[src/rtl/pwm_capture_pkg.sv]
// Shared definitions for the PWM capture block: FSM state encoding and
// the default generator counter width.
package pwm_capture_pkg;

    localparam int unsigned DEFAULT_N = 8;

    typedef enum logic [1:0] {
        SYNC = 2'b00,
        HIGH = 2'b01,
        LOW  = 2'b10
    } state_t;

endpackage

[src/rtl/sync_edge.sv]
// Two-flop synchronizer for an asynchronous level, plus a delayed copy
// used to detect rising and falling edges of the synchronized level.
module sync_edge (
    input  logic clk,
    input  logic reset,
    input  logic pwm_in,
    output logic s,
    output logic rise,
    output logic fall
);

    logic meta;
    logic s_d;

    // Synchronizer chain and one-cycle delayed copy of the synchronized level.
    always_ff @(posedge clk or posedge reset) begin
        if (reset) begin
            meta <= 1'b0;
            s    <= 1'b0;
            s_d  <= 1'b0;
        end else begin
            meta <= pwm_in;
            s    <= meta;
            s_d  <= s;
        end
    end

    // Edge strobes: synchronized level compared with its delayed copy.
    always_comb begin
        rise = s & ~s_d;
        fall = ~s & s_d;
    end

endmodule

[src/rtl/pwm_capture.sv]
// Measures high time and period of a PWM waveform in clk cycles.
// A partial period after reset or timeout is discarded; results are
// published with a one-cycle valid pulse at each complete period.
module pwm_capture
    import pwm_capture_pkg::*;
#(
    parameter  int unsigned N = DEFAULT_N,
    localparam int unsigned W = N + 1
) (
    input  logic         clk,
    input  logic         reset,
    input  logic         pwm_in,
    output logic [W-1:0] high_time,
    output logic [W-1:0] period,
    output logic         valid,
    output logic         locked,
    output logic         stuck_high,
    output logic         stuck_low
);

    state_t       state;
    state_t       state_nxt;
    logic [W-1:0] pcnt;
    logic [W-1:0] hcap;
    logic         s;
    logic         rise;
    logic         fall;
    logic         restart;
    logic         timeout;

    sync_edge u_sync_edge (
        .clk    (clk),
        .reset  (reset),
        .pwm_in (pwm_in),
        .s      (s),
        .rise   (rise),
        .fall   (fall)
    );

    // Next-state logic; pcnt also runs in SYNC so a dead input times out,
    // and any edge seen in SYNC restarts the idle count.
    always_comb begin
        restart   = rise | ((state == SYNC) & fall);
        timeout   = (pcnt == '1) & ~restart;
        state_nxt = state;
        if (timeout) begin
            state_nxt = SYNC;
        end else begin
            case (state)
                SYNC:    if (rise) state_nxt = HIGH;
                HIGH:    if (fall) state_nxt = LOW;
                LOW:     if (rise) state_nxt = HIGH;
                default: state_nxt = SYNC;
            endcase
        end
    end

    // FSM state register.
    always_ff @(posedge clk or posedge reset) begin
        if (reset) begin
            state <= SYNC;
        end else begin
            state <= state_nxt;
        end
    end

    // Period counter, high-phase capture, published results and status flags.
    always_ff @(posedge clk or posedge reset) begin
        if (reset) begin
            pcnt       <= '0;
            hcap       <= '0;
            high_time  <= '0;
            period     <= '0;
            valid      <= 1'b0;
            locked     <= 1'b0;
            stuck_high <= 1'b0;
            stuck_low  <= 1'b0;
        end else begin
            valid <= 1'b0;

            // Counter saturates at its maximum instead of wrapping.
            if (restart) begin
                pcnt <= W'(1);
            end else if (!timeout) begin
                pcnt <= pcnt + 1'b1;
            end

            if (!timeout && state == HIGH && fall) begin
                hcap <= pcnt;
            end

            if (state == LOW && rise) begin
                period    <= pcnt;
                high_time <= hcap;
                valid     <= 1'b1;
                locked    <= 1'b1;
            end

            if (timeout) begin
                locked     <= 1'b0;
                stuck_high <= s;
                stuck_low  <= ~s;
            end else if (rise || fall) begin
                stuck_high <= 1'b0;
                stuck_low  <= 1'b0;
            end
        end
    end

endmodule

[config.mk]
export PLATFORM = sky130hd
export DESIGN_NAME = pwm_capture
export DESIGN_NICKNAME = d
export VERILOG_FILES = /design/src/rtl/pwm_capture_pkg.sv /design/src/rtl/sync_edge.sv /design/src/rtl/pwm_capture.sv
export SDC_FILE = /design/constraint.sdc
export NUM_CORES = 1
export LEC_CHECK = 0
export BUFFER_PORTS_ARGS = -buffer_cell sky130_fd_sc_hd__buf_2
export CORE_ASPECT_RATIO = 2
export CORE_MARGIN = 4
export CORE_UTILIZATION = 44
export CTS_CLUSTER_SIZE = 16
export DETAILED_ROUTE_END_ITERATION = 12
export PLACE_DENSITY = 0.73
export RECOVER_POWER = 25
export SLEW_MARGIN = 20
export SYNTH_ARGS = -nofsm -noshare
export SYNTH_HDL_FRONTEND = slang
export SYNTH_SLANG_ARGS = --single-unit
[constraint.sdc]
create_clock -name clk -period 2.3 [get_ports clk]
set_input_delay 0.23 -clock clk [delete_from_list [all_inputs] [get_ports clk]]
set_output_delay 0.23 -clock clk [all_outputs]
set_load 0.01 [all_outputs]
Word-level counts from Yosys, hierarchy flattened:

Index checks and enable logic that the tools add are counted.

* register bits: 45
* input bits: 3
* output and inout bits: 22
* logic and storage cells: 49

* add/sub/neg operators: 1
* equality and inequality tests: 6
* mux-type cells: 12
* bitwise logic cells: 8
* reductions and logical operators: 10

Operators with widths (number)
* 9-bit two-way mux: 2
* 9-bit by 1-bit adder with 9-bit output (second input constant): 1
* 9-bit == test (second input constant): 1
* 1-bit two-way mux: 6
* 2-bit two-way mux: 3
* 1-bit bitwise AND: 4
* 2-bit one-hot mux with 2 select lines: 1
* 2-bit nonzero test: 2
* 1-bit logical AND: 3
* 3-bit by 1-bit inequality test with 1-bit output (second input constant): 1
* 3-bit inequality test (second input constant): 1
* 1-bit inverter: 3
* 2-bit by 1-bit == test with 1-bit output (second input constant): 1
* 2-bit == test (second input constant): 1
* 2-bit zero test: 1
* 2-bit inequality test (second input constant): 1
* 2-bit AND reduction: 1
* 2-bit OR reduction: 1
* 1-bit zero test: 1
* 1-bit logical OR: 1
* 1-bit bitwise OR: 1

Logic depth before layout (Yosys ltp):

* depth after elaboration: 9
* gate-level depth with buffers: 8
* gate-level depth less buffers: 7

By module:

From an unflattened synthesis, not the netlist that was laid out.

* cell total of the unflattened synthesis: 132
* area total of the unflattened synthesis: 1894.3 sq um

Modules (own cells, without submodules)
* pwm_capture: times used 1, cells an instance 126, area each 1800.5 sq um, sequential area each 1051.0 sq um
* sync_edge: times used 1, cells an instance 6, area each 93.8 sq um, sequential area each 75.1 sq um

Worst setup path after synthesis:

OpenSTA, ideal clock, no wires.

* path kind: register to register
* from: reg pcnt[0]
* to: reg pcnt[7]
* setup time: 0.074 ns
* data arrival time: 1.782 ns
* data required time: 2.226 ns
* path slack: 0.444 ns
* cell stages (with the launch flop): 9
* path buffers: 1
* clock period less this slack: 1.856 ns
* path through: dfrtp_1 > ha_1 > nand3_1 > nor2_1 > ha_1 > buf_6 > nand3b_1 > or4_4 > a21oi_2

* word-level cells in the longest chain between the ends: 3
* elaborated cells between the ends (all ways): 6
* those cells by class: add/sub: 1; eq/ne: 2; mux: 2; bitwise: 1

Ends and longest elaborated chain
* from (decl): line pwm_capture.sv:23 `logic [W-1:0] pcnt;`
* from (signal assigned): line pwm_capture.sv:85 `pcnt <= pcnt + 1'b1;`
* 9-bit by 1-bit adder with 9-bit output / 9-bit == test (equally long branches): line pwm_capture.sv:85, pwm_capture.sv:44
* 9-bit two-way mux / 1-bit bitwise AND (equally long branches): line pwm_capture.sv:84, pwm_capture.sv:44
* 9-bit two-way mux / 2-bit inequality test (equally long branches)

Several ways; a longest one is shown, not always the timed one. The select of a mux whose other input is x is not followed.
A chain may end at the register's enable or synchronous reset.

Final worst setup path:

* from: reg pcnt[0]
* to: reg hcap[5]

* word-level cells in the longest chain between the ends: 5

Ends and longest elaborated chain
* 9-bit == test: line pwm_capture.sv:44 `timeout = (pcnt == '1) & ~restart;`
* 1-bit bitwise AND: line pwm_capture.sv:44
* 1-bit zero test: line pwm_capture.sv:88 `if (!timeout && state == HIGH && fall) begin`
* 1-bit logical AND (2 in series): line pwm_capture.sv:88
* to (signal assigned): line pwm_capture.sv:89 `hcap <= pcnt;`
* to (decl): line pwm_capture.sv:24 `logic [W-1:0] hcap;`

No other way between the ends.

==> out/results.md <==
| Quantity | This run | Unit |
|---|---|---|
| Iteration count of the initial detailed-routing pass | 3 | - |
| Endpoint required time on the critical path | 2.48 | ns |
| Setup repair after global routing missed its margin | no | - |
| Wire per inst | 13.3 | um |
| Number of buffers inserted by hold repair at cts | 0 | - |
| Number of setup violations in the final report | 0 | - |
| Die Outline Area | 5340 | um2 |
| Proportion of synthesized chip area in sequential cells | 0.612 | - |
| Library cell with the largest summed area after synthesis | dfrtp_1 | - |
| Ys Warns | 0 | - |
| Pwr/cell area | 988 | nW/um2 |
| Share of synthesized flip-flops with an asynchronous set or reset | 1.00 | - |
| Horizontal die dimension | 53.7 | um |
| Leading cell types by total area after synthesis | dfrtp_1 61%, nand2_1 12%, mux2_2 5.5%, ha_1 2.7%, mux2i_1 2.2% | - |
| Initial antenna violation count | 0 | - |
| Slew @ Worst Pin | 1.09 | ns |
| Vias in the first global route | 1,311 | - |
| Max-slew headroom at the worst pin | 0.274 | - |
| Clock root buffer master | clkbuf_8 | - |
| TritonCTS clock tree | yes | - |
| Final Max Slew Viols | 0 | - |
| Cell Count, Final, Fillers Out | 255 | - |
| Top post-synthesis cells by count | 58 x nand2_1, 45 x dfrtp_1, 9 x mux2_2, 8 x nor2_1, 5 x inv_1 | - |
| Flop and latch count out of synthesis | 45 | - |
| Number of diodes | 0 | - |
| Antenna Nets Post-Route | 0 | - |
| Post-CTS setup repair buffer count | 0 | - |
| Number of enable flip-flop cells after synthesis | 0 | - |
| Status | completed | - |
| Worst-case hold slack | 0.0342 | ns |
| Synthesized instance count | 170 | - |
| Area of the mapped netlist | 1840 | um2 |
| Largest net degree at the start of global routing | 46 | - |
| Depth of the worst hold-timing path | 1 | - |
| Max-cap viol count | 0 | - |
| Type of element capturing the critical path | flop | - |
| Detailed-route wire length | 3390 | um |
| Largest driver fanout on the critical path | 10 | - |
| Worst setup SP type | flop | - |
| Drt drc | 0 | - |
| Fraction of layout cells with a size suffix above 1 | 0.266 | - |
| Share of the clock period used by the worst path | 0.884 | - |
| H-Tree Depth | 2 | - |
| Sinks on Clock Net | 45 | - |
| Average cell area after synthesis | 10.8 | um2 |
| Final-layout setup total negative slack | 0 | ns |
| Proportion of netlist area held by the largest area contributor | 0.612 | - |
| Clock Skews | 0.00900 | ns |
| Area of the placeable core | 4090 | um2 |
| Total vias in the final route | 1,268 | - |
| Synth Net Count | 177 | - |
| Site Rows | 33 | - |
| Weighted congestion reported at the end of routability-driven placement | 0.725 | - |
| Class of the most critical setup path | flop to flop | - |
| Class of the tightest hold or removal check | primary input to flop | - |
| Number of design-rule violations left by the first detailed-router iteration | 9 | - |
| First-pass GRT wire length | 5890 | um |
| Synth Flop Type | dfrtp_1 | - |
| Overall overflow remaining after global route | 0 | - |
| Detailed Place HPWL | 2430 | um |
| Post-cts resize count | 0 | - |
| Depth of the worst register-to-register path | 7 | - |
| Net total in the final layout | 209 | - |
| Total of buffers placed on input and output ports | 24 | - |
| Data arrival, critical path | 2.21 | ns |
| Leak Pwr | 1.16 | nW |
| I/O pin count | 25 | - |
| Shortest period the worst path allows | 2.03 | ns |
| Max Clk Rate | 0.492 | GHz |
| Total routing usage reported by global routing | 0.151 | - |
| Die extent in y | 99.4 | um |
| Ratio of routed vias to standard cells | 4.97 | - |
| Effective utilization at floorplan | 0.450 | - |
| Hold Fails Final Rpt | 0 | - |
| Count leader, synth | nand2_1 | - |
| Cell total after placement | 247 | - |
| Area added between synthesis and finish | 18.2 | % |
| Reg clk slew, reported paths | 0.08 | ns |
| Unique masters post-synth | 32 | - |
| TritonCTS buffer count | 5 | - |
| Insertion delay of the later-clocked pin in the worst-skew pair | 0.30 | ns |
| Buffer depth of the longest clock path | 2 | - |
| Largest vdd supply drop | 0.538 | mV |
==> layout make-up <==
type	count	area (um2)
clock buffer	5	68.8
inverter	5	18.8
fill	397	1910
multi-input combinational	114	661
tap	52	65.1
sequential	45	1130
clock inverter	3	65.1
timing repair buffer	31	170
==> through the flow <==
step	power, W	worst slack, ns	area (um2)	utilization
2_1_floorplan	0.00131	0.444	1840	-
3_3_place_gp	0.00146	0.329	2040	0.500
3_5_place_dp	0.00148	0.249	2040	0.500
4_1_cts	0.00218	0.241	2180	0.533
5_1_grt	0.00227	0.0982	2170	0.532
6_report	0.00215	0.268	2170	0.532
==> worst max-delay path, stage by stage (launching register included) <==
cell,delay (ns)
dfrtp_1,0.46
ha_1,0.24
nand3_1,0.08
nor2_1,0.05
ha_1,0.26
nand2b_1,0.14
nand4_2,0.31
mux2_2,0.38
==> layer usage <==
layer / GRT usage / wire [um] / vias to the layer above
met3: 0.0405 / 93 / 7
met1: 0.171 / 1330 / 629
met5: 0 / 0 / -
met4: 0.0650 / 74 / 0
met2: 0.255 / 1890 / 15
li1: - / - / 617
==> cells in the final DEF, fill, tap and decap left out, types with 2 or more instances in the layout <==
master,Yosys,layout
buf_4,0,6
mux2i_1,4,4
ha_1,4,4
xor2_1,2,2
clkbuf_8,0,5
dfrtp_1,45,45
bufinv_16,0,2
mux2_2,9,9
or3_1,3,3
nand2b_1,2,2
o21ai_0,4,4
nand2_1,58,58
nand3b_1,2,2
nor2_1,8,8
a21oi_1,3,3
inv_1,5,4
buf_2,2,24
==> kinds of logic after synthesis <==
| family | Yosys count | synth area share |
|---|---|---|
| AOI/OAI and AO/OA | 11 | 0.0367 |
| xor gates and xnor gates | 3 | 0.0143 |
| adders and majority gates | 4 | 0.0272 |
| buffers and inverters | 11 | 0.0286 |
| DFF | 45 | 0.612 |
| muxes | 13 | 0.0769 |
| and+or+nand+nor | 83 | 0.204 |
==> where the power goes <==
part           switching [W]  internal (W)  leakage [nW]
sequential          0.000100      0.000935         0.600
clock               0.000269      0.000432        0.0681
combinational       0.000226      0.000188         0.490
total               0.000595       0.00155          1.16
==> path summary, 6_finish.rpt <==
kind | startpoint | end | slack, ns
worst max register to register | pcnt[0] | hcap[5] | 0.27
worst min-delay path | pwm_in | u_sync_edge.meta | 0.03
worst max-delay path | pcnt[0] | hcap[5] | 0.27
max in group asynchronous | reset | hcap[5] | 1.37
worst min register to register | u_sync_edge.meta | u_sync_edge.s | 0.37
min in group asynchronous | reset | valid | 0.25
==> registers in the layout (all words and copies together), names as in the netlist <==
register and flops:
hcap 9, high_time 9, pcnt 9, period 9, state 2, locked 1, stuck_high 1, stuck_low 1
u_sync_edge.meta 1, u_sync_edge.s 1, u_sync_edge.s_d 1, valid 1
(Power assumes the default switching activity.)
